File: src/rtl/uart_pkg.sv
// rtl/uart_pkg.sv - TL-UL opcodes, UART register map, status bits and sequencer states
package uart_pkg;

   localparam logic [2:0] TL_PUT_FULL        = 3'd0;
   localparam logic [2:0] TL_GET             = 3'd4;
   localparam logic [2:0] TL_ACCESS_ACK      = 3'd0;
   localparam logic [2:0] TL_ACCESS_ACK_DATA = 3'd1;

   localparam logic [3:0] REG_CSR = 4'h0;
   localparam logic [3:0] REG_TX  = 4'h4;
   localparam logic [3:0] REG_RX  = 4'h8;

   localparam int STAT_TXEMPTY = 18;
   localparam int STAT_TXFULL  = 17;
   localparam int STAT_RXEMPTY = 16;
   localparam int STAT_RXFULL  = 15;

   typedef enum logic [2:0] {
      CFG_REQ,
      CFG_RSP,
      IDLE,
      POLL_REQ,
      POLL_RSP,
      PUT_REQ,
      PUT_RSP
   } seq_state_e;

   function automatic logic is_req_state(seq_state_e s);
      return (s == CFG_REQ) || (s == POLL_REQ) || (s == PUT_REQ);
   endfunction

endpackage

File: src/rtl/seq_byte_fifo.sv
// rtl/seq_byte_fifo.sv - byte FIFO with wrap-around pointers; accepts a push into a full FIFO on a pop
module seq_byte_fifo #(
   parameter int DEPTH = 4
) (
   input  logic       clk_i,
   input  logic       rst_ni,
   input  logic       push_i,
   input  logic [7:0] push_data_i,
   output logic       push_ready_o,
   input  logic       pop_i,
   output logic [7:0] head_o,
   output logic       empty_o
);
   localparam int AW = $clog2(DEPTH);

   logic [AW:0] wr_ptr_q, wr_ptr_d;
   logic [AW:0] rd_ptr_q, rd_ptr_d;
   logic [7:0]  mem_q [DEPTH];
   logic [7:0]  mem_d [DEPTH];
   logic        full;
   logic        do_pop;
   logic        do_push;

   assign empty_o      = (wr_ptr_q == rd_ptr_q);
   assign full         = (wr_ptr_q[AW] != rd_ptr_q[AW]) && (wr_ptr_q[AW-1:0] == rd_ptr_q[AW-1:0]);
   assign do_pop       = pop_i && !empty_o;
   assign push_ready_o = !full || do_pop;
   assign do_push      = push_i && push_ready_o;
   assign head_o       = mem_q[rd_ptr_q[AW-1:0]];

   // next storage and pointer values for this cycle's push/pop
   always_comb begin
      mem_d    = mem_q;
      wr_ptr_d = wr_ptr_q;
      rd_ptr_d = rd_ptr_q;
      if (do_push) begin
         mem_d[wr_ptr_q[AW-1:0]] = push_data_i;
         wr_ptr_d = wr_ptr_q + (AW+1)'(1);
      end
      if (do_pop) begin
         rd_ptr_d = rd_ptr_q + (AW+1)'(1);
      end
   end

   // storage and pointer registers
   always_ff @(posedge clk_i or negedge rst_ni) begin
      if (!rst_ni) begin
         wr_ptr_q <= '0;
         rd_ptr_q <= '0;
         for (int i = 0; i < DEPTH; i++) begin
            mem_q[i] <= '0;
         end
      end else begin
         wr_ptr_q <= wr_ptr_d;
         rd_ptr_q <= rd_ptr_d;
         mem_q    <= mem_d;
      end
   end
endmodule

File: src/rtl/uart_tx_sequencer.sv
// rtl/uart_tx_sequencer.sv - drains a byte FIFO into a TL-UL UART: CSR setup, txfull polling, TX writes
import uart_pkg::*;

module uart_tx_sequencer #(
   parameter int          TL_RS    = 4,
   parameter int          TL_SZ    = 4,
   parameter int          SRC_ID   = 0,
   parameter int          DEPTH    = 4,
   parameter logic [14:0] CSR_INIT = 15'h0000
) (
   input  logic             seq_clock_i,
   input  logic             seq_reset_ni,
   input  logic             byte_valid_i,
   input  logic [7:0]       byte_data_i,
   output logic             byte_ready_o,
   input  logic             cfg_valid_i,
   input  logic [14:0]      cfg_csr_i,
   output logic             cfg_ready_o,
   output logic [2:0]       m_a_opcode,
   output logic [2:0]       m_a_param,
   output logic [TL_SZ-1:0] m_a_size,
   output logic [TL_RS-1:0] m_a_source,
   output logic [3:0]       m_a_address,
   output logic [3:0]       m_a_mask,
   output logic [31:0]      m_a_data,
   output logic             m_a_corrupt,
   output logic             m_a_valid,
   input  logic             m_a_ready,
   input  logic [2:0]       m_d_opcode,
   input  logic [1:0]       m_d_param,
   input  logic [TL_SZ-1:0] m_d_size,
   input  logic [TL_RS-1:0] m_d_source,
   input  logic             m_d_denied,
   input  logic [31:0]      m_d_data,
   input  logic             m_d_corrupt,
   input  logic             m_d_valid,
   output logic             m_d_ready,
   output logic             busy_o,
   output logic             err_o
);
   seq_state_e  state_q, state_d;
   logic [14:0] csr_q, csr_d;
   logic        err_q, err_d;
   logic        a_valid_q, a_valid_d;
   logic        fifo_pop;
   logic        fifo_empty;
   logic [7:0]  fifo_head;
   logic        d_bad;
   logic        unused_d;

   // Only the txfull bit of a response carries information for this block.
   assign unused_d = ^{m_d_opcode, m_d_param, m_d_size, m_d_source, m_d_data[31:18], m_d_data[16:0]};

   seq_byte_fifo #(.DEPTH(DEPTH)) u_fifo (
      .clk_i        (seq_clock_i),
      .rst_ni       (seq_reset_ni),
      .push_i       (byte_valid_i),
      .push_data_i  (byte_data_i),
      .push_ready_o (byte_ready_o),
      .pop_i        (fifo_pop),
      .head_o       (fifo_head),
      .empty_o      (fifo_empty)
   );

   assign m_d_ready   = (state_q == CFG_RSP) || (state_q == POLL_RSP) || (state_q == PUT_RSP);
   assign d_bad       = m_d_denied || m_d_corrupt;
   assign m_a_valid   = a_valid_q;
   assign m_a_param   = 3'd0;
   assign m_a_corrupt = 1'b0;
   assign m_a_source  = TL_RS'(SRC_ID);
   assign busy_o      = (state_q != IDLE) || !fifo_empty;
   assign err_o       = err_q;

   // next state, CSR capture, sticky error and FIFO pop; a_valid is registered from the next state
   always_comb begin
      state_d     = state_q;
      csr_d       = csr_q;
      err_d       = err_q;
      cfg_ready_o = 1'b0;
      fifo_pop    = 1'b0;
      unique case (state_q)
         CFG_REQ:  if (a_valid_q && m_a_ready) state_d = CFG_RSP;
         CFG_RSP:  if (m_d_valid) state_d = IDLE;
         IDLE: begin
            if (cfg_valid_i) begin
               cfg_ready_o = 1'b1;
               csr_d       = cfg_csr_i;
               state_d     = CFG_REQ;
            end else if (!fifo_empty) begin
               state_d = POLL_REQ;
            end
         end
         POLL_REQ: if (a_valid_q && m_a_ready) state_d = POLL_RSP;
         POLL_RSP: begin
            if (m_d_valid) begin
               if (d_bad)                     state_d = IDLE;
               else if (m_d_data[STAT_TXFULL]) state_d = POLL_REQ;
               else                           state_d = PUT_REQ;
            end
         end
         PUT_REQ:  if (a_valid_q && m_a_ready) state_d = PUT_RSP;
         PUT_RSP: begin
            if (m_d_valid) begin
               fifo_pop = 1'b1;
               state_d  = IDLE;
            end
         end
         default:  state_d = CFG_REQ;
      endcase
      if (m_d_ready && m_d_valid && d_bad) err_d = 1'b1;
      a_valid_d = is_req_state(state_d);
   end

   // A-channel payload depends only on state, the CSR register and the FIFO head
   always_comb begin
      m_a_opcode  = TL_GET;
      m_a_address = REG_CSR;
      m_a_mask    = 4'hF;
      m_a_size    = TL_SZ'(2);
      m_a_data    = 32'h0;
      case (state_q)
         CFG_REQ: begin
            m_a_opcode = TL_PUT_FULL;
            m_a_data   = {17'h0, csr_q};
         end
         PUT_REQ: begin
            m_a_opcode  = TL_PUT_FULL;
            m_a_address = REG_TX;
            m_a_mask    = 4'h1;
            m_a_size    = TL_SZ'(0);
            m_a_data    = {24'h0, fifo_head};
         end
         default: ;
      endcase
   end

   // state, CSR, error and A-valid registers
   always_ff @(posedge seq_clock_i or negedge seq_reset_ni) begin
      if (!seq_reset_ni) begin
         state_q   <= CFG_REQ;
         csr_q     <= CSR_INIT;
         err_q     <= 1'b0;
         a_valid_q <= 1'b0;
      end else begin
         state_q   <= state_d;
         csr_q     <= csr_d;
         err_q     <= err_d;
         a_valid_q <= a_valid_d;
      end
   end
endmodule
File: config.mk
export PLATFORM = sky130hd
export DESIGN_NAME = uart_tx_sequencer
export DESIGN_NICKNAME = d
export VERILOG_FILES = /design/src/rtl/uart_pkg.sv /design/src/rtl/seq_byte_fifo.sv /design/src/rtl/uart_tx_sequencer.sv
export SDC_FILE = /design/constraint.sdc
export NUM_CORES = 1
export LEC_CHECK = 0
export ABC_AREA = 1
export ABC_CLOCK_PERIOD_IN_PS = 2200
export CORE_UTILIZATION = 40
export DETAILED_ROUTE_END_ITERATION = 16
export PLACE_DENSITY = 0.75
export SETUP_SLACK_MARGIN = 0.5
export SYNTH_ARGS = -nofsm -noshare
export SYNTH_HDL_FRONTEND = slang
export SYNTH_HIERARCHICAL = 1
export SYNTH_SLANG_ARGS = --single-unit
File: constraint.sdc
create_clock -name seq_clock_i -period 2.2 [get_ports seq_clock_i]
set_input_delay 0.22 -clock seq_clock_i [delete_from_list [all_inputs] [get_ports seq_clock_i]]
set_output_delay 0.22 -clock seq_clock_i [all_outputs]
set_load 0.03 [all_outputs]
Yosys cells after proc, flatten, opt, wreduce, memory -nomap -nowiden --
Cells that the tools add are included.
Operators by class: add/sub/neg operators 2, bitwise gates (word level) 2, reductions and logical operators 21, div/mod/pow operators 0, multiplexer cells 25, $lt $le $gt $ge 3, eq/ne operators 12, shift operators 0, multipliers 0
Operator list (count):
- $mux W3 | 11
- $bwmux W32 | 1
- $pmux W15 S2 | 1
- $mux W8 | 3
- $pmux W3 S6 | 1
- $bmux W8 S2 | 1
- $demux W8 S2 | 1
- $eq A3 B3 Y1 const B | 4
- $eq A3 B2 Y1 const B | 3
- $logic_and A1 B1 Y1 | 7
- $logic_or A1 B1 Y1 | 7
- $add A3 B1 Y3 const B | 2
- $ge A3 B3 Y1 const B | 2
- $logic_not A3 Y1 | 2
- $not A2 Y3 | 2
- $mux W1 | 4
- $mux W4 | 1
- $reduce_or A2 Y1 | 2
- $eq A3 B1 Y1 const B | 1
- $eq A3 B3 Y1 | 1
- $lt A3 B1 Y1 const B | 1
- $ne A3 B2 Y1 const B | 1
- $eq A2 B2 Y1 | 1
- $logic_not A1 Y1 | 2
- other kinds (3) | 3
Storage, ports and cells: bits in registers 58, memories 0, input port bits 76, logic and storage cells 75, bits in latches 0, ROM bits 0, memory bits (writable) 0

Longest topological paths before layout --
Gate-level depths: netlist of run 1.
word-level depth 7, gate-level depth with buffers 15

Cells and area by module --
The synthesis of run 1 kept the hierarchy.
By module, submodules not included:
- seq_byte_fifo | sequential area each 950.9 um^2, area each 1958.1 um^2, instances 1, cells an instance 239
- uart_tx_sequencer | sequential area each 500.5 um^2, area each 1462.7 um^2, instances 1, cells an instance 196

Least setup slack after synthesis of run 1 --
OpenSTA, ideal clock, no wires.
path kind register -> register, start point register u_fifo.rd_ptr_q[0], end point register a_valid_q, in the netlist m_a_valid, data arrival time 1582 ps, path buffers 1, setup time 124 ps, setup slack 494 ps, cell stages (with the launch flop) 15, data required time 2076 ps, clock period less this slack 1706 ps, path through dfrtp_1 > buf_4 > inv_4 > nand2_2 > nand2_2 > nor2_4 > nand2_1 > inv_1 > or2_2 > nor2_1 > nor2_2 > nand3_2 > inv_2 > nand3_1 > nand3_1
Between the ends: cells in the longest elaborated chain, start to end 7, elaborated cells on any way between the ends 9, those cells by class eq/ne (3); mux (3); reduce/logical (3)
RTL lines:
- start, declared | line seq_byte_fifo.sv:17 | logic [AW:0] rd_ptr_q, rd_ptr_d;
- start signal, assigned | line seq_byte_fifo.sv:55 | rd_ptr_q <= rd_ptr_d;
- $eq A3 B3 Y1 (*) | line seq_byte_fifo.sv:24 | assign empty_o = (wr_ptr_q == rd_ptr_q);
- via fifo_empty | line uart_tx_sequencer.sv:46 | logic fifo_empty;
- $mux W3 (*) | line uart_tx_sequencer.sv:89 | end else if (!fifo_empty) begin
- $mux W3 (*) | line uart_tx_sequencer.sv:85 | if (cfg_valid_i) begin
- $pmux W3 S6 (*) | line uart_tx_sequencer.sv:81 | unique case (state_q)
- via state_d[0] | line uart_tx_sequencer.sv:41 | seq_state_e state_q, state_d;
- $eq A3 B2 Y1 or $logic_not A3 Y1 (tied branches) | line uart_pkg.sv:29 | return (s == CFG_REQ) || (s == POLL_REQ) || (s == PUT_REQ);
- $logic_or A1 B1 Y1 | line uart_pkg.sv:29
- $logic_or A1 B1 Y1 (*) | line uart_pkg.sv:29
- via a_valid_d | line uart_tx_sequencer.sv:44 | logic a_valid_q, a_valid_d;
- end signal, assigned | line uart_tx_sequencer.sv:148 | a_valid_q <= a_valid_d;
- end, declared | line uart_tx_sequencer.sv:44
The timed path passes the listed nets; every way through them passes the cells marked *. A chain may end at the register's enable or synchronous reset.

Worst setup path in the final report of run 1 --
start point register u_fifo.rd_ptr_q[0], end point output port m_a_data[6]
Between the ends: cells in the longest elaborated chain, start to end 5
RTL lines:
- $not A2 Y3 (not written as such) | line seq_byte_fifo.sv:29 | assign head_o = mem_q[rd_ptr_q[AW-1:0]];
- $bmux W8 S2 | line seq_byte_fifo.sv:29
- $mux W8 (not written as such) (2 in series) | line seq_byte_fifo.sv:29
- via fifo_head[6] | line uart_tx_sequencer.sv:47 | logic [7:0] fifo_head;
- $pmux W15 S2 | line uart_tx_sequencer.sv:121 | case (state_q)
- end, declared | line uart_tx_sequencer.sv:25 | output logic [31:0] m_a_data,
The timed path passes the listed nets, and every way through them passes these cells. The select of a mux whose other input is x is not followed.

==> PnR_summary.wiki, run 1 <==
{| class="wikitable"
! Metric !! Value
|-
| Routability Congestion || 0.879
|-
| Sum of overflow across all layers after global routing || 0
|-
| P&R area growth vs syn || 28.9%
|-
| YS warnings || 6
|-
| Unrepaired setup endpoints after global routing || true
|-
| Cell with the most instances after synthesis || sky130_fd_sc_hd__nand2_1
|-
| H-tree depth || 3
|-
| Most used DFF post-synth || sky130_fd_sc_hd__dfrtp_1
|-
| Combined area of all synthesized cells || 3420 um2
|-
| Die outline height || 94.5 um
|-
| Top post-synthesis cells by count || sky130_fd_sc_hd__nand2_1, sky130_fd_sc_hd__dfrtp_1, sky130_fd_sc_hd__buf_4
|-
| Total Nets Final || 592
|-
| Register area share after synthesis || 0.424
|-
| Placed cell area || 3980 um2
|-
| Minimum clock period after layout || 1870 ps
|-
| Static leakage || 2.24 nW
|-
| CTS root buffer || sky130_fd_sc_hd__clkbuf_8
|-
| Total I/O pin count || 137
|-
| Global-route wire length before repair || 13,600 um
|-
| TritonCTS Buffers || 9
|-
| Total core area || 8260 um2
|-
| Maximum number of pins on one net before global-route repair || 59
|-
| Total wire length after detailed routing || 8410 um
|-
| Critical path launch point type || flip-flop
|-
| Endpoint class of the critical path || primary output
|-
| Initial cell density of the core || 0.414
|-
| Clock-pin slew on the worst setup and hold paths || 70 ps
|-
| Fraction of post-synthesis cell area in the top cell type by area || 0.424
|-
| Clock tree skew after final layout || 11.1 ps
|-
| Signal arrival time at the worst endpoint || 1650 ps
|-
| Clock latency at the later pin of the worst-skew pair || 330 ps
|-
| Number of failing hold endpoints at the final stage || 0
|-
| Die Width || 94.5 um
|-
| Count of unresolved DRC violations after routing || 0
|-
| Leading cell types by total area after synthesis || sky130_fd_sc_hd__dfrtp_1, sky130_fd_sc_hd__nand2_1, sky130_fd_sc_hd__buf_4, sky130_fd_sc_hd__nand4_1, sky130_fd_sc_hd__nor2_1
|-
| Area of all placed cells without fillers || 4410 um2
|-
| Clock tree buffer depth || 2
|-
| Post-Syn Area per Cell || 7.86 um2
|-
| Total count of max-transition violations in the final report || 0
|-
| Type of the worst setup path || reg2out
|-
| Count of flip-flops with a built-in enable after synthesis || 0
|-
| Fraction of layout instances using a drive strength above 1 || 0.248
|-
| Number of global-route vias before repair || 2,981
|-
| Share of flip-flops with an asynchronous set or reset || 1.00
|-
| Final sum of negative setup slack || 0 ps
|-
| Buffers added on ports || 58
|-
| Antenna violations before repair || 0
|-
| Status || complete, no violations
|-
| Ant diodes || 0
|-
| Final setup fails || 0
|-
| Distinct cell type count after synthesis || 30
|-
| Standard-cell row count || 33
|-
| Required time worst endpoint || 1980 ps
|-
| Iteration count of the initial detailed-routing pass || 4
|-
| Total global routing track utilization || 0.197
|-
| Antenna Nets Post-Route || 0
|-
| Biggest fanout along the worst timing path || 5
|-
| Worst hold path type || in2async
|-
| Share of the cycle needed by the critical path after routing || 0.848
|-
| Die footprint || 8930 um2
|-
| Routed wire per std cell || 13.5 um
|-
| Peak supply drop || 0.000613 V
|-
| Number of clock sinks || 58
|-
| CTS tree || yes
|-
| Number of instances in the synthesized netlist || 435
|-
| Biggest area consumer among synthesized cells || sky130_fd_sc_hd__dfrtp_1
|-
| Iter 0 DRT Violations || 217
|-
| Number of synthesized register bits || 58
|-
| Highest attainable clock frequency || 536 MHz
|-
| Via/cell ratio || 4.94
|-
| Pwr Density || 1360 nW/um2
|-
| Post-DP HPWL || 5640 um
|-
| Via total after detailed routing || 3,068
|-
| Number of violations of the max-capacitance limit || 0
|}
sequential cells by signal, summed over array words and instances, names as in the netlist:
name             flops
m_a_valid            1
u_fifo/rd_ptr_q      3
err_o                1
u_fifo/wr_ptr_q      3
state_q              3
csr_q               15
u_fifo/mem_q        32
placed cells by master (no fill, tap or decap), drive strengths merged:
cell and count:
nor2 47, conb 34, a22o 8, o21ai 26, inv 27, nand3 20
dfrtp 58, or2 1, nor3 1, buf 56, ha 5, xnor2 1
clkinv 1, o211ai 1, nand2 136, bufinv 3, clkbuf 11, dlygate4sd3 1
clkdlybuf4s50 32, nand4 35, a31o 1, clkinvlp 3, o22ai 8
final timing paths:
path	startpoint	to	slack, ps	depth (start not counted)
max	u_fifo/rd_ptr_q[0]$_DFFE_PN0P_	m_a_data[6]	330	5
min reg2reg	u_fifo/mem_q[16]$_DFFE_PN0P_	u_fifo/mem_q[16]$_DFFE_PN0P_	470	2
min in group seq_clock_i	cfg_csr_i[3]	csr_q[3]$_DFFE_PN0P_	420	3
min	seq_reset_ni	csr_q[14]$_DFFE_PN0P_	400	3
max in group asynchronous	seq_reset_ni	u_fifo/rd_ptr_q[0]$_DFFE_PN0P_	1500	3
max reg2reg	u_fifo/rd_ptr_q[0]$_DFFE_PN0P_	m_a_valid$_DFF_PN0_	430	13
routing by layer:
layer  part of all wire  track usage  vias to the layer above
met5                  0            0                        -
met1               0.43        0.244                     1416
met3              0.050       0.0378                       18
met2               0.50        0.335                      122
li1                   -            -                     1512
met4              0.016       0.0821                        0
worst max-delay path: stages, from the launching register on:
cell and delay (ps):
sky130_fd_sc_hd__dfrtp_2 460, sky130_fd_sc_hd__buf_6 160, sky130_fd_sc_hd__o21ai_1 170, sky130_fd_sc_hd__o22ai_2 130, sky130_fd_sc_hd__a22o_1 250, sky130_fd_sc_hd__buf_4 160
per-stage QoR:
stage / utilization / worst slack [ps] / power (W) / cells / hold WS [ps]
finish: 0.534 / 335 / 0.00599 / 621 / 403
global route: 0.534 / 276 / 0.00639 / 621 / 413
CTS: 0.524 / 320 / 0.00587 / 615 / 411
detailed placement: 0.482 / 98.6 / 0.00460 / 587 / 248
global placement: 0.482 / 98.0 / 0.00452 / 587 / 247
floorplan: - / 530 / 0.00376 / 467 / -75.6
what timing repair did:
action | in CTS | in global routing
resized for setup | 158 | 29
gates cloned | 1 | 0
buffers inserted | 10 | 6
pin swaps | 21 | 1
hold buffers | 1 | 0
setup endpoints to repair | 59 | 45
hold endpoints to repair | 58 | 0
logic make-up after synthesis:
| kind of cell | share of synthesized area |
|---|---|
| simple gates | 0.325 |
| buf+inv | 0.149 |
| flops | 0.424 |
| compound gates | 0.0790 |
| fa+ha+maj | 0.0183 |
| other cells | 0.00220 |
| xor+xnor | 0.00256 |
final cells by class:
cell class                      instances  area, um2
Fill cell                             775       3850
Multi-Input combinational cell        324       1660
Sequential cell                        58       1460
Timing Repair Buffer                   91        805
Tap cell                              105        131
Clock buffer                            9        124
Clock inverter                          7        118
Inverter                               27        114
report_power, final:
group | internal [W] | switching (W)
logic | 0.00109 | 0.00187
clock network | 0.000750 | 0.000437
registers | 0.00154 | 0.000301
total | 0.00338 | 0.00261
(Power assumes the default switching activity.)
==> run 2: changes to the inputs <==
- ABC_CLOCK_PERIOD_IN_PS: 2200 -> 1800
- clock period: 2.2 -> 1.8 ns (I/O delays scaled with it)
==> run 2 against run 1 <==
Against the previous run: the run now ends with setup timing left; clock power barely moved; sequential share of layout area down 5.7 points; combinational power increased by 89%; highest routed layer unchanged; largest power group unchanged; clock skew decreased by 5.8 ps; register-to-register slack worse by 430 ps.
==> PnR_summary.wiki, run 2 (synthesis gave the netlist of run 1 again) <==
{| class="wikitable"
! Metric !! Value
|-
| Largest register FFs || 32
|-
| Placed cell area || 4130 um2
|-
| CTS root buffer || sky130_fd_sc_hd__clkbuf_8
|-
| Clock tree buffer depth || 2
|-
| TritonCTS Buffers || 9
|-
| Number of failing hold endpoints at the final stage || 0
|-
| Routed wire per std cell || 17.4 um
|-
| Total core area || 8260 um2
|-
| DP Worst Slack || 115 ps
|-
| Total wire length after detailed routing || 11,300 um
|-
| Fraction of layout instances using a drive strength above 1 || 0.414
|-
| H-tree depth || 3
|-
| Standard-cell row count || 33
|-
| Clock latency at the later pin of the worst-skew pair || 330 ps
|-
| Minimum clock period after layout || 1900 ps
|-
| Post-DP HPWL || 5920 um
|-
| Total global routing track utilization || 0.222
|-
| Final Util || 0.645
|-
| Origin of the worst setup path || u_fifo/rd_ptr_q[0]$_DFFE_PN0P_
|-
| Required time worst endpoint || 1620 ps
|-
| Min setup slack post-route || -101 ps
|-
| Buffers added on ports || 58
|-
| Antenna Nets Post-Route || 0
|-
| Sum of overflow across all layers after global routing || 0
|-
| Global-route wire length before repair || 15,300 um
|-
| Type of the worst setup path || reg2out
|-
| Initial cell density of the core || 0.414
|-
| Routability Congestion || 0.877
|-
| Via/cell ratio || 5.36
|-
| Largest registers in the final layout || u_fifo/mem_q (32), csr_q (15)
|-
| Iteration count of the initial detailed-routing pass || 6
|-
| Tightest slew margin relative to the limit || 0.568
|-
| Die footprint || 8930 um2
|-
| Final setup fails || 9
|-
| Endpoint class of the critical path || primary output
|-
| Largest register by flop count || u_fifo/mem_q
|-
| FF-to-FF path depth || 15
|-
| Overall power consumption || 0.00913 W
|-
| Share of the cycle needed by the critical path after routing || 1.06
|-
| Die Width || 94.5 um
|-
| Failing checks || setup timing
|-
| Unrepaired setup endpoints after global routing || true
|-
| Total I/O pin count || 137
|-
| Total count of max-transition violations in the final report || 0
|-
| CTS tree || yes
|-
| Measured slew at the worst slew-check pin || 648 ps
|-
| Reg-to-reg critical path endpoint || m_a_valid$_DFF_PN0_
|-
| Highest attainable clock frequency || 526 MHz
|-
| Pwr Density || 1710 nW/um2
|-
| Antenna violations before repair || 0
|-
| Count of unresolved DRC violations after routing || 0
|-
| Leading cell type in the layout, fill and taps excluded || sky130_fd_sc_hd__nand2_1
|-
| Static leakage || 2.59 nW
|-
| Peak supply drop || 0.000750 V
|-
| Clock-pin slew on the worst setup and hold paths || 70 ps
|-
| Launch point of the worst reg-to-reg path || u_fifo/rd_ptr_q[0]$_DFFE_PN0P_
|-
| Total Nets Final || 623
|-
| Number of global-route vias before repair || 3,097
|-
| Die outline height || 94.5 um
|-
| Via total after detailed routing || 3,492
|-
| Ant diodes || 0
|-
| Worst reg2reg setup slack || 0 ps
|-
| Biggest fanout along the worst timing path || 17
|-
| Maximum number of pins on one net before global-route repair || 43
|-
| Status || finished, violations left
|-
| Signal arrival time at the worst endpoint || 1720 ps
|-
| Iter 0 DRT Violations || 438
|-
| Number of clock sinks || 58
|-
| Crit path capture || m_a_data[0]
|-
| Area of all placed cells without fillers || 5330 um2
|-
| Clock tree skew after final layout || 5.24 ps
|-
| P&R area growth vs syn || 55.7%
|-
| Number of violations of the max-capacitance limit || 0
|-
| Worst hold path type || in2async
|-
| Most frequent cells in the layout || sky130_fd_sc_hd__nand2_1, sky130_fd_sc_hd__dfrtp_1, sky130_fd_sc_hd__buf_6
|-
| Critical path launch point type || flip-flop
|}
-- run 2: cell types whose count changed in the layout (fill, tap and decap cells not counted), sizes merged --
cell	change
bufinv	-2
clkdlybuf4s50	-2
nand3	+1
clkinv	+1
buf	+29
clkbuf	+5
clkinvlp	-2
inv	-1
clkdlybuf4s15	+1
-- run 2: worst min-delay path by stage --
stage / endpoint / from / slack (ps)
final: u_fifo/rd_ptr_q[0]$_DFFE_PN0P_ / seq_reset_ni / 340
after global routing: u_fifo/rd_ptr_q[0]$_DFFE_PN0P_ / seq_reset_ni / 360
after CTS: state_q[1]$_DFF_PN0_ / seq_reset_ni / 320
after detailed placement: u_fifo/wr_ptr_q[1]$_DFFE_PN0P_ / seq_reset_ni / 150
after global placement: u_fifo/wr_ptr_q[1]$_DFFE_PN0P_ / seq_reset_ni / 150
after floorplan: csr_q[0]$_DFFE_PN0P_ / seq_reset_ni / -120
-- run 2: area by class of cell --
type | count | area (um2)
fillers | 605 | 2930
multi-input cells | 325 | 2030
flip-flops and latches | 58 | 1460
repair buffers | 121 | 1400
clock buffers | 12 | 145
well taps | 105 | 131
inverters | 27 | 123
clock inverters | 3 | 40.0
-- run 2: worst max-delay path: stages, from the launching register on --
cell and delay, ps:
sky130_fd_sc_hd__dfrtp_2 460, sky130_fd_sc_hd__inv_4 90, sky130_fd_sc_hd__buf_12 170, sky130_fd_sc_hd__nor2_1 70, sky130_fd_sc_hd__o22ai_1 230, sky130_fd_sc_hd__a22o_2 230, sky130_fd_sc_hd__buf_12 130
-- run 2: through the flow --
stage	TNS (ps)	instances	hold slack, ps
after floorplan	0	467	-116
after global placement	0	594	148
after detailed placement	0	594	146
after CTS	-92.0	631	322
after global routing	-959	651	357
final	-319	651	342
-- run 2: what timing repair did --
item,4_1_cts,5_1_grt
endpoints found under the hold margin,16,0
pin swaps,12,38
endpoints found under the setup margin,80,83
buffers inserted,18,16
resized for setup,178,100
gates cloned,3,4
hold buffers,1,0
-- run 2: report_power, final --
group | total (W) | switching (W) | internal (W)
combinational | 0.00560 | 0.00309 | 0.00252
sequential | 0.00234 | 0.000460 | 0.00188
clock | 0.00118 | 0.000519 | 0.000666
total | 0.00913 | 0.00407 | 0.00506
-- run 2: per-layer routing --
metal,global-route usage,routed length (um),part of all wire
met1,0.283,4350,0.38
met3,0.0330,824,0.073
met5,0,0,0
met2,0.380,5760,0.51
met4,0.0821,383,0.034
==> run 3: changes to the inputs <==
- CELL_PAD_IN_SITES_DETAIL_PLACEMENT: default -> 0
- CELL_PAD_IN_SITES_GLOBAL_PLACEMENT: default -> 1
- CORE_UTILIZATION: 40 -> 31
- PLACE_DENSITY: 0.75 -> default
- PLACE_DENSITY_LB_ADDON: default -> 0.1
==> run 3 against run 2 <==
Against the previous run: register-to-register slack improved by 60 ps; sequential power decreased by 3%; die area rose by 28%; core utilization fell by 13 points; hold slack better by 2.9 ps; the run still ends with setup timing left; combinational power fell by 5.7%; critical endpoint is now m_a_data[1]; sequential cell count is the same; design area increased by 1.9%; sequential share of layout area decreased by 0.52 points; largest cell class unchanged.
==> PnR_summary.wiki, run 3 (synthesis gave the netlist of run 1 again) <==
{| class="wikitable"
! Metric !! Value
|-
| Maximum number of pins on one net before global-route repair || 42
|-
| Clock tree buffer depth || 2
|-
| Post-DP HPWL || 6700 um
|-
| H-tree depth || 3
|-
| Number of clock sinks || 58
|-
| Area taken by flip-flops and latches || 1460 um2
|-
| Total core area || 10,500 um2
|-
| Static leakage || 2.62 nW
|-
| Die footprint || 11,500 um2
|-
| Count of unresolved DRC violations after routing || 0
|-
| Largest register FFs || 32
|-
| TritonCTS Buffers || 9
|-
| Highest attainable clock frequency || 531 MHz
|-
| Worst hold path type || in2async
|-
| Origin of the worst setup path || u_fifo/rd_ptr_q[0]$_DFFE_PN0P_
|-
| Total I/O pin count || 137
|-
| CTS root buffer || sky130_fd_sc_hd__clkbuf_8
|-
| CTS tree || yes
|-
| Leading cell type in the layout, fill and taps excluded || sky130_fd_sc_hd__nand2_1
|-
| Total count of max-transition violations in the final report || 0
|-
| Pwr Density || 1640 nW/um2
|-
| Number of global-route vias before repair || 3,303
|-
| Min setup slack post-route || -83.9 ps
|-
| Minimum clock period after layout || 1880 ps
|-
| Number of violations of the max-capacitance limit || 0
|-
| Signal arrival time at the worst endpoint || 1700 ps
|-
| Met3 Usage GRT || 0.0462
|-
| Buffers added on ports || 58
|-
| Type of the worst setup path || reg2out
|-
| Total Nets Final || 634
|-
| Die outline height || 107 um
|-
| Die Width || 107 um
|-
| Launch point of the worst reg-to-reg path || u_fifo/rd_ptr_q[0]$_DFFE_PN0P_
|-
| Global-route track usage on met2 || 0.318
|-
| Initial cell density of the core || 0.326
|-
| Unrepaired setup endpoints after global routing || true
|-
| Filler Cells Inserted || 1,010
|-
| Clock latency at the later pin of the worst-skew pair || 330 ps
|-
| Antenna violations before repair || 0
|-
| Via total after detailed routing || 3,223
|-
| Share of the cycle needed by the critical path after routing || 1.05
|-
| Clock-pin slew on the worst setup and hold paths || 70 ps
|-
| Antenna Nets Post-Route || 0
|-
| GRT busiest layer || met2
|-
| Status || finished, violations left
|-
| Largest register by flop count || u_fifo/mem_q
|-
| Routability Congestion || 0.787
|-
| Crit path capture || m_a_data[1]
|-
| Ant diodes || 0
|-
| Required time worst endpoint || 1620 ps
|-
| Fraction of layout instances using a drive strength above 1 || 0.430
|-
| Global-route wire length before repair || 16,600 um
|-
| Standard-cell row count || 37
|-
| Peak supply drop || 0.000564 V
|-
| Endpoint class of the critical path || primary output
|-
| Routed wire per std cell || 14.7 um
|-
| Most frequent cells in the layout || sky130_fd_sc_hd__nand2_1, sky130_fd_sc_hd__dfrtp_1, sky130_fd_sc_hd__buf_6
|-
| Largest registers in the final layout || u_fifo/mem_q (32), csr_q (15)
|-
| Via/cell ratio || 4.64
|-
| Critical path launch point type || flip-flop
|-
| Reg-to-reg critical path endpoint || m_a_valid$_DFF_PN0_
|-
| GR Layer Usage met1 || 0.248
|-
| Total wire length after detailed routing || 10,200 um
|-
| Multi-input combinational cell area || 2030 um2
|-
| Final sum of negative setup slack || -465 ps
|-
| Iter 0 DRT Violations || 125
|-
| Failing checks || setup timing
|-
| Final setup fails || 7
|-
| Worst reg2reg setup slack || 60 ps
|-
| Clock tree skew after final layout || 9.62 ps
|-
| Total global routing track utilization || 0.189
|-
| Iteration count of the initial detailed-routing pass || 4
|-
| FF-to-FF path depth || 14
|-
| Biggest fanout along the worst timing path || 6
|-
| P&R area growth vs syn || 58.6%
|-
| Number of failing hold endpoints at the final stage || 0
|-
| Final Util || 0.516
|-
| Sum of overflow across all layers after global routing || 0
|}
[run 3: changes by cell type in the layout (fill, tap and decap cells not counted), sizes merged]
cell / previous run / this run
buf: 85 / 97
clkinvlp: 1 / 2
clkbuf: 16 / 14
bufinv: 1 / 2
[run 3: how the worst min path moves through the flow]
stage / to / slack [ps]
2_1_floorplan: csr_q[0]$_DFFE_PN0P_ / -120
3_3_place_gp: u_fifo/mem_q[2]$_DFFE_PN0P_ / 170
3_5_place_dp: u_fifo/mem_q[18]$_DFFE_PN0P_ / 170
4_1_cts: u_fifo/mem_q[18]$_DFFE_PN0P_ / 340
5_1_grt: u_fifo/mem_q[2]$_DFFE_PN0P_ / 350
6_report: u_fifo/mem_q[18]$_DFFE_PN0P_ / 340
[run 3: worst max-delay path, cell delays in order (launching register included)]
cell and delay [ps]:
sky130_fd_sc_hd__dfrtp_2 440, sky130_fd_sc_hd__inv_4 60, sky130_fd_sc_hd__buf_6 130, sky130_fd_sc_hd__buf_8 130, sky130_fd_sc_hd__o21ai_2 110, sky130_fd_sc_hd__o22ai_2 110
sky130_fd_sc_hd__a22o_2 260, sky130_fd_sc_hd__buf_6 140
[run 3: where the power goes]
group,internal (W),switching [W]
registers,0.00188,0.000399
clock network,0.000813,0.000536
logic,0.00240,0.00288
[run 3: timing repair]
action / 4_1_cts / 5_1_grt
hold endpoints to repair: 58 / 0
setup buffers: 25 / 6
pin swaps: 32 / 19
resized for setup: 219 / 41
hold buffers: 1 / 0
endpoints found under the setup margin: 84 / 85
cloned: 2 / 2
[run 3: through the flow]
step | cells | setup WS (ps) | hold WS, ps | power (W) | area, um2
global route | 694 | -168 | 348 | 0.00952 | 5430
finish | 694 | -83.9 | 345 | 0.00891 | 5430
CTS | 686 | -125 | 343 | 0.00863 | 5220
detailed placement | 642 | -76.3 | 171 | 0.00602 | 4260
global placement | 642 | -95.3 | 173 | 0.00600 | 4260
floorplan | 467 | 258 | -116 | 0.00473 | 3630
[run 3: metal layers]
| metal | wire length [um] | up-vias |
|---|---|---|
| met5 | 0 | - |
| met4 | 39 | 0 |
| met3 | 456 | 5 |
| met2 | 4930 | 76 |
| met1 | 4770 | 1539 |
| li1 | - | 1603 |
[run 3: cell type report]
| class | instances | share of cell area |
|---|---|---|
| clock buffers | 11 | 0.0261 |
| clock inverters | 5 | 0.0143 |
| inverters | 27 | 0.0212 |
| multi-input cells | 325 | 0.375 |
| flip-flops and latches | 58 | 0.268 |
| well taps | 136 | 0.0314 |
| repair buffers | 132 | 0.264 |
